[src/rtl/axi_rd_req_queue_if.sv]
// Bundles the AR request channel, the read-engine command channel, the R-channel
// bookkeeping signals and the queue status flags for axi_rd_req_queue.
interface axi_rd_req_queue_if #(
  parameter int ADDR_W = 32,
  parameter int ID_W   = 6,
  parameter int DEPTH  = 8
);
  localparam int CNT_W = $clog2(DEPTH) + 1;

  logic              s_arvalid;
  logic              s_arready;
  logic [ADDR_W-1:0] s_araddr;
  logic [ID_W-1:0]   s_arid;
  logic [7:0]        s_arlen;
  logic [2:0]        s_arsize;
  logic [1:0]        s_arburst;
  logic [2:0]        s_arprot;

  logic              cmd_valid;
  logic              cmd_ready;
  logic [ADDR_W-1:0] cmd_addr;
  logic [ID_W-1:0]   cmd_id;
  logic [7:0]        cmd_len;
  logic [2:0]        cmd_size;
  logic [1:0]        cmd_burst;
  logic [2:0]        cmd_prot;

  logic              rsp_valid;
  logic [ID_W-1:0]   rsp_id;
  logic              rsp_done;

  logic [CNT_W-1:0]  pend_level;
  logic [CNT_W-1:0]  occ_level;
  logic              almost_full;
  logic              err_underflow;

  modport slave (
    input  s_arvalid, s_araddr, s_arid, s_arlen, s_arsize, s_arburst, s_arprot,
    output s_arready,
    output cmd_valid, cmd_addr, cmd_id, cmd_len, cmd_size, cmd_burst, cmd_prot,
    input  cmd_ready,
    output rsp_valid, rsp_id,
    input  rsp_done,
    output pend_level, occ_level, almost_full, err_underflow
  );

  modport master (
    output s_arvalid, s_araddr, s_arid, s_arlen, s_arsize, s_arburst, s_arprot,
    input  s_arready,
    input  cmd_valid, cmd_addr, cmd_id, cmd_len, cmd_size, cmd_burst, cmd_prot,
    output cmd_ready,
    input  rsp_valid, rsp_id,
    output rsp_done,
    input  pend_level, occ_level, almost_full, err_underflow
  );
endinterface

[src/rtl/axi_rd_req_queue.sv]
// In-order AXI read-request queue: one write pointer, plus separate issue and
// response read pointers over the same entry storage.
module axi_rd_req_queue #(
  parameter int ADDR_W    = 32,
  parameter int ID_W      = 6,
  parameter int DEPTH     = 8,
  parameter int AFULL_LVL = 6,
  localparam int CNT_W    = $clog2(DEPTH) + 1
) (
  input  logic              clk,
  input  logic              reset,
  axi_rd_req_queue_if.slave bus
);
  localparam int PTR_W = $clog2(DEPTH);

  typedef struct packed {
    logic [ADDR_W-1:0] addr;
    logic [ID_W-1:0]   id;
    logic [7:0]        len;
    logic [2:0]        size;
    logic [1:0]        burst;
    logic [2:0]        prot;
  } entry_t;

  entry_t           mem [DEPTH];
  entry_t           wr_entry;
  entry_t           iss_entry;
  entry_t           rsp_entry;

  logic [PTR_W-1:0] wr_ptr;
  logic [PTR_W-1:0] iss_ptr;
  logic [PTR_W-1:0] rsp_ptr;
  logic [CNT_W-1:0] pend_cnt;
  logic [CNT_W-1:0] occ_cnt;
  logic [CNT_W-1:0] inflight_cnt;
  logic             err_q;

  logic             full;
  logic             ar_rdy;
  logic             cmd_vld;
  logic             rsp_vld;
  logic             acc;
  logic             iss;
  logic             cpl;

  // Handshake decode; every output is gated by reset so nothing leaks while it is high.
  assign inflight_cnt = occ_cnt - pend_cnt;
  assign full         = (occ_cnt == CNT_W'(DEPTH));
  assign ar_rdy       = ~reset & ~full;
  assign cmd_vld      = ~reset & (pend_cnt != '0);
  assign rsp_vld      = ~reset & (inflight_cnt != '0);
  assign acc          = bus.s_arvalid & ar_rdy;
  assign iss          = cmd_vld & bus.cmd_ready;
  assign cpl          = rsp_vld & bus.rsp_done;

  assign wr_entry.addr  = bus.s_araddr;
  assign wr_entry.id    = bus.s_arid;
  assign wr_entry.len   = bus.s_arlen;
  assign wr_entry.size  = bus.s_arsize;
  assign wr_entry.burst = bus.s_arburst;
  assign wr_entry.prot  = bus.s_arprot;

  // Storage holds data only, so it is written without reset.
  always_ff @(posedge clk) begin
    if (acc) begin
      mem[wr_ptr] <= wr_entry;
    end
  end

  always_ff @(posedge clk) begin
    if (reset) begin
      wr_ptr   <= '0;
      iss_ptr  <= '0;
      rsp_ptr  <= '0;
      pend_cnt <= '0;
      occ_cnt  <= '0;
      err_q    <= 1'b0;
    end else begin
      if (acc) begin
        wr_ptr <= wr_ptr + PTR_W'(1);
      end
      if (iss) begin
        iss_ptr <= iss_ptr + PTR_W'(1);
      end
      if (cpl) begin
        rsp_ptr <= rsp_ptr + PTR_W'(1);
      end
      pend_cnt <= pend_cnt + CNT_W'(acc) - CNT_W'(iss);
      occ_cnt  <= occ_cnt + CNT_W'(acc) - CNT_W'(cpl);
      if (bus.rsp_done && !rsp_vld) begin
        err_q <= 1'b1;
      end
    end
  end

  // Read side: both ports look at registered pointers only, so there is no bypass.
  assign iss_entry = mem[iss_ptr];
  assign rsp_entry = mem[rsp_ptr];

  assign bus.s_arready     = ar_rdy;
  assign bus.cmd_valid     = cmd_vld;
  assign bus.cmd_addr      = cmd_vld ? iss_entry.addr  : '0;
  assign bus.cmd_id        = cmd_vld ? iss_entry.id    : '0;
  assign bus.cmd_len       = cmd_vld ? iss_entry.len   : '0;
  assign bus.cmd_size      = cmd_vld ? iss_entry.size  : '0;
  assign bus.cmd_burst     = cmd_vld ? iss_entry.burst : '0;
  assign bus.cmd_prot      = cmd_vld ? iss_entry.prot  : '0;
  assign bus.rsp_valid     = rsp_vld;
  assign bus.rsp_id        = rsp_vld ? rsp_entry.id    : '0;
  assign bus.pend_level    = reset ? '0 : pend_cnt;
  assign bus.occ_level     = reset ? '0 : occ_cnt;
  assign bus.almost_full   = ~reset & (occ_cnt >= CNT_W'(AFULL_LVL));
  assign bus.err_underflow = ~reset & err_q;
endmodule
[src/flat_wrapper.sv]
// flat-port wrapper written by rule: the top's interface ports become plain ports
module axi_rd_req_queue_flat 
#(
  parameter int ADDR_W    = 32,
  parameter int ID_W      = 6,
  parameter int DEPTH     = 8,
  parameter int AFULL_LVL = 6,
  localparam int CNT_W    = $clog2(DEPTH) + 1
)
  (clk, reset, bus_s_arvalid, bus_s_araddr, bus_s_arid, bus_s_arlen, bus_s_arsize, bus_s_arburst, bus_s_arprot, bus_s_arready, bus_cmd_valid, bus_cmd_addr, bus_cmd_id, bus_cmd_len, bus_cmd_size, bus_cmd_burst, bus_cmd_prot, bus_cmd_ready, bus_rsp_valid, bus_rsp_id, bus_rsp_done, bus_pend_level, bus_occ_level, bus_almost_full, bus_err_underflow);
  axi_rd_req_queue_if #(.ADDR_W(ADDR_W), .ID_W(ID_W), .DEPTH(DEPTH)) bus_i ();
  input  logic clk;
  input  logic reset;
  input wire logic [$bits(bus_i.s_arvalid)-1:0] bus_s_arvalid;
  input wire logic [$bits(bus_i.s_araddr)-1:0] bus_s_araddr;
  input wire logic [$bits(bus_i.s_arid)-1:0] bus_s_arid;
  input wire logic [$bits(bus_i.s_arlen)-1:0] bus_s_arlen;
  input wire logic [$bits(bus_i.s_arsize)-1:0] bus_s_arsize;
  input wire logic [$bits(bus_i.s_arburst)-1:0] bus_s_arburst;
  input wire logic [$bits(bus_i.s_arprot)-1:0] bus_s_arprot;
  output wire logic [$bits(bus_i.s_arready)-1:0] bus_s_arready;
  output wire logic [$bits(bus_i.cmd_valid)-1:0] bus_cmd_valid;
  output wire logic [$bits(bus_i.cmd_addr)-1:0] bus_cmd_addr;
  output wire logic [$bits(bus_i.cmd_id)-1:0] bus_cmd_id;
  output wire logic [$bits(bus_i.cmd_len)-1:0] bus_cmd_len;
  output wire logic [$bits(bus_i.cmd_size)-1:0] bus_cmd_size;
  output wire logic [$bits(bus_i.cmd_burst)-1:0] bus_cmd_burst;
  output wire logic [$bits(bus_i.cmd_prot)-1:0] bus_cmd_prot;
  input wire logic [$bits(bus_i.cmd_ready)-1:0] bus_cmd_ready;
  output wire logic [$bits(bus_i.rsp_valid)-1:0] bus_rsp_valid;
  output wire logic [$bits(bus_i.rsp_id)-1:0] bus_rsp_id;
  input wire logic [$bits(bus_i.rsp_done)-1:0] bus_rsp_done;
  output wire logic [$bits(bus_i.pend_level)-1:0] bus_pend_level;
  output wire logic [$bits(bus_i.occ_level)-1:0] bus_occ_level;
  output wire logic [$bits(bus_i.almost_full)-1:0] bus_almost_full;
  output wire logic [$bits(bus_i.err_underflow)-1:0] bus_err_underflow;
  assign bus_i.s_arvalid = bus_s_arvalid;
  assign bus_i.s_araddr = bus_s_araddr;
  assign bus_i.s_arid = bus_s_arid;
  assign bus_i.s_arlen = bus_s_arlen;
  assign bus_i.s_arsize = bus_s_arsize;
  assign bus_i.s_arburst = bus_s_arburst;
  assign bus_i.s_arprot = bus_s_arprot;
  assign bus_s_arready = bus_i.s_arready;
  assign bus_cmd_valid = bus_i.cmd_valid;
  assign bus_cmd_addr = bus_i.cmd_addr;
  assign bus_cmd_id = bus_i.cmd_id;
  assign bus_cmd_len = bus_i.cmd_len;
  assign bus_cmd_size = bus_i.cmd_size;
  assign bus_cmd_burst = bus_i.cmd_burst;
  assign bus_cmd_prot = bus_i.cmd_prot;
  assign bus_i.cmd_ready = bus_cmd_ready;
  assign bus_rsp_valid = bus_i.rsp_valid;
  assign bus_rsp_id = bus_i.rsp_id;
  assign bus_i.rsp_done = bus_rsp_done;
  assign bus_pend_level = bus_i.pend_level;
  assign bus_occ_level = bus_i.occ_level;
  assign bus_almost_full = bus_i.almost_full;
  assign bus_err_underflow = bus_i.err_underflow;
  axi_rd_req_queue #(.ADDR_W(ADDR_W), .ID_W(ID_W), .DEPTH(DEPTH), .AFULL_LVL(AFULL_LVL)) u_core (.clk(clk), .reset(reset), .bus(bus_i));
endmodule
[config.mk]
export PLATFORM = sky130hd
export DESIGN_NAME = axi_rd_req_queue_flat
export DESIGN_NICKNAME = d
export VERILOG_FILES = /design/src/rtl/axi_rd_req_queue_if.sv /design/src/rtl/axi_rd_req_queue.sv /design/src/flat_wrapper.sv
export SDC_FILE = /design/constraint.sdc
export NUM_CORES = 1
export LEC_CHECK = 0
export CAP_MARGIN = 10
export CORE_MARGIN = 2
export CORE_UTILIZATION = 58
export DETAILED_ROUTE_END_ITERATION = 8
export GPL_ROUTABILITY_DRIVEN = 1
export PLACE_DENSITY = 0.89
export SLEW_MARGIN = 20
export SYNTH_ARGS = -nofsm -noshare
export SYNTH_HDL_FRONTEND = slang
export SYNTH_SLANG_ARGS = --single-unit
[constraint.sdc]
create_clock -name clk -period 7.5 [get_ports clk]
set_input_delay 1.5 -clock clk [delete_from_list [all_inputs] [get_ports clk]]
set_output_delay 1.5 -clock clk [all_outputs]
set_load 0.05 [all_outputs]
==> reports/metrics.csv <==
stage,metric,value,unit
run_status,status,finished clean,
min_path,hold path endpoint,u_core.err_q,
yosys,synth unique cells,33,
run,total of max-cap violations,0,
clock_network,Max Root-Sink Buffers,3,
grt,GRT Overall Usage,0.220,
min_path,Worst Hold Class,flip-flop to flip-flop,
timing,Final Critical Period,5.61,ns
clock_network,"Clk pin slew, worst setup/hold paths",0.06,ns
setup_path,cell count of the worst reg-to-reg path,6,
timing,final worst-path cycle share,0.748,
setup_path,flop2flop setup slack,3.81,ns
setup_path,crit path DAT,4.11,ns
timing,Least-Margin Pin Slew,1.08,ns
min_path,hold depth,2,
layout,Area Overhead vs Synth,18.4,%
place,dpl cells,1366,
setup_path,startpoint types,primary input,
setup_path,FF-to-FF Start,u_core.occ_cnt[2],
die,Core Region,0.0306,mm^2
yosys,average cell area after synthesis,20.9,um^2
setup_path,R2R Path End,u_core.mem[6][34],
timing,setup ws final,1.89,ns
yosys,"Top FF cell, synth",edfxtp_1,
yosys,top-count cell post-synth,edfxtp_1,
yosys,Post-synth ARST share,0,
yosys,Post-Syn Area,0.0180,mm^2
timing,Fin. Hold Viols,0,
yosys,Post-Syn Instances,863,
clock_network,CTS buffer count,45,
detailed_routing,Antenna Nets Post-Route,0,
timing,unrepaired setup endpoints after global routing,false,
clock_network,root buf cell,clkbuf_16,
yosys,area fraction in compound gates after synthesis,0.00612,
yosys,Syn Nets,940,
yosys,Synth top cells by count,"edfxtp_1, mux4_2, nor2_1",
power,maximum vdd drop,0.241,mV
setup_path,"Max FO, Critical Path",43,
yosys,Post-Synth XOR/XNOR Area,0.00487,
power,Leak,0.00666,uW
timing,max-slew violation count,0,
timing,hold slack,0.472,ns
timing,worst rel slew slack,0.283,
yosys,Yosys reg bits,456,
grt,initial antenna violation count,1,
clock_network,Post-CTS Setup Repair Bufs,0,
setup_path,Crit path required time,6.00,ns
yosys,"Seq/Total Area, Yosys",0.748,
setup_path,Critical Path Source,reset,
yosys,Post-Synth Adder-Cell Area,0.0133,
die,die area,0.0325,mm^2
detailed_routing,Via Count,8765,
setup_path,Worst setup EP type,primary output,
detailed_routing,Detailed Route Iter0 Violations,745,
detailed_routing,DR WL/cell,24.6,um
clock_network,CTS H-tree depth,2,
detailed_routing,DRC viols,0,
layout,Final Non-Filler Cells,1445,
setup_path,type of the worst setup path,primary input to primary output,
layout,nets@finish,1094,
clock_network,Sink Count,456,
yosys,proportion of synthesized area in mux cells,0.186,
yosys,Post-synth EDFFs,432,
die,die width,180,um
place,port bufs,131,
timing,Peak Freq,0.178,GHz
die,Ports,132,
grt,largest net degree at the start of global routing,71,
clock_network,cts repair resizes,0,
detailed_routing,DRT Pass-1 Iters,5,
timing,clock skew,0.00894,ns
clock_network,worst-skew pair later-pin latency,0.53,ns
yosys,Area contributors post-synth,"edfxtp_1, mux4_2, mux2i_1, dfxtp_1, nor2_1",
timing,Final setup viols,0,
place,dpl hpwl,19.1,mm
yosys,top cell type by total area after synthesis,edfxtp_1,
grt,gr ovfl total,0,
place,Routability Congestion,0.732,
die,row count,64,
die,Initial Util,0.588,
detailed_routing,Via-to-Cell Ratio,6.07,
grt,first-pass GRT wire length,54.1,mm
detailed_routing,Routed WL,35.5,mm
yosys,largest family of logic cells by synthesized area,multiplexers,
yosys,Ys Warns,0,
die,Die Y,180,um
layout,share of cells above drive strength 1,0.211,
yosys,share of the synthesized area in the top cell type,0.721,
min_path,Hold Startpoint,u_core.err_q,
clock_network,TritonCTS clock tree,yes,
clock_network,hold_buf cts,0,
power,PD cells,326,mW/mm^2
place,Setup Slack @ Placement,1.61,ns
layout,FILL cells,1864,
yosys,Simple-Gate Fraction of Synth Area,0.0279,
grt,vias in the first global route,9227,
power,PnR Total Power,6940,uW
timing,setup tns final,0,ns
## worst max path at each step
| stage | to | slack [ns] |
|---|---|---|
| 2_1_floorplan | u_core.mem[0][0] | 0.96 |
| 6_report | bus_cmd_addr[20] | 1.89 |
| 3_3_place_gp | bus_cmd_size[2] | 1.70 |
| 4_1_cts | bus_cmd_addr[20] | 1.51 |
| 5_1_grt | bus_cmd_addr[20] | 1.77 |
| 3_5_place_dp | bus_cmd_addr[21] | 1.61 |
## final cells by class
| type | instances | area [um^2] | area share |
|---|---|---|---|
| diodes | 1 | 2.50 | 0.000117 |
| clock buffers | 57 | 1190 | 0.0559 |
| clock inverters | 21 | 270 | 0.0127 |
| inverters | 18 | 67.6 | 0.00317 |
| multi-input cells | 347 | 4360 | 0.205 |
| flip-flops and latches | 456 | 13500 | 0.632 |
| well taps | 396 | 495 | 0.0233 |
| repair buffers | 149 | 1460 | 0.0685 |
## routing by layer
metal,vias up,GRT usage,wire [um]
met1,4583,0.299,14400
li1,3806,-,-
met5,-,0,0
met2,327,0.375,18300
met4,0,0.0545,629
met3,49,0.0392,2200
## layout by cell type, fill, tap and decap left out, drive strengths merged, types with 2 or more instances in the layout
| master | synthesis | layout |
|---|---|---|
| a211oi | 2 | 2 |
| a21o | 4 | 4 |
| a21oi | 5 | 5 |
| buf | 21 | 18 |
| bufinv | 0 | 6 |
| clkbuf | 21 | 57 |
| clkdlybuf4s50 | 0 | 131 |
| clkinv | 0 | 14 |
| dfxtp | 24 | 24 |
| edfxtp | 432 | 432 |
| fa | 2 | 2 |
| ha | 16 | 16 |
| inv | 18 | 18 |
| mux2 | 2 | 2 |
| mux2i | 63 | 63 |
| mux4 | 120 | 120 |
| nand2 | 11 | 11 |
| nand2b | 4 | 4 |
| nand3 | 3 | 3 |
| nor2 | 89 | 89 |
| nor2b | 5 | 5 |
| nor3 | 3 | 3 |
| o31ai | 2 | 2 |
| or2 | 2 | 2 |
| xnor2 | 4 | 4 |
| xor2 | 6 | 6 |
## sequential cells by signal (all words and copies together), names as in the netlist, named ones only
name and count:
u_core.rsp_ptr 3, u_core.iss_ptr 3, u_core.mem 432, u_core.occ_cnt 4, u_core.err_q 1, u_core.wr_ptr 3, u_core.pend_cnt 4
## stage by stage
stage | util | instance area (um^2)
2_1_floorplan | - | 18000
3_3_place_gp | 0.649 | 19800
3_5_place_dp | 0.649 | 19800
4_1_cts | 0.696 | 21300
5_1_grt | 0.697 | 21300
6_report | 0.697 | 21300
## critical path, stage by stage
cell	delay, ns
clkdlybuf4s50_1	0.40
buf_4	0.23
inv_1	0.20
nand2_4	0.37
buf_4	0.35
nor2_1	0.17
clkdlybuf4s50_1	0.86
## power breakdown
group	switching, uW	internal [uW]
logic	994	716
clock network	893	1330
registers	125	2880
## kinds of logic (layout without fill, tap and decap cells)
family	count (synthesis)	count (layout)
buffers and inverters	60	245
XOR/XNOR	10	10
flip-flops	456	456
multiplexers	185	185
adder cells (fa/ha/maj)	18	18
AND/OR/NAND/NOR	119	119
AO/OA/AOI/OAI	15	15
other	0	1
No activity file was read; power rests on OpenSTA's default activity.
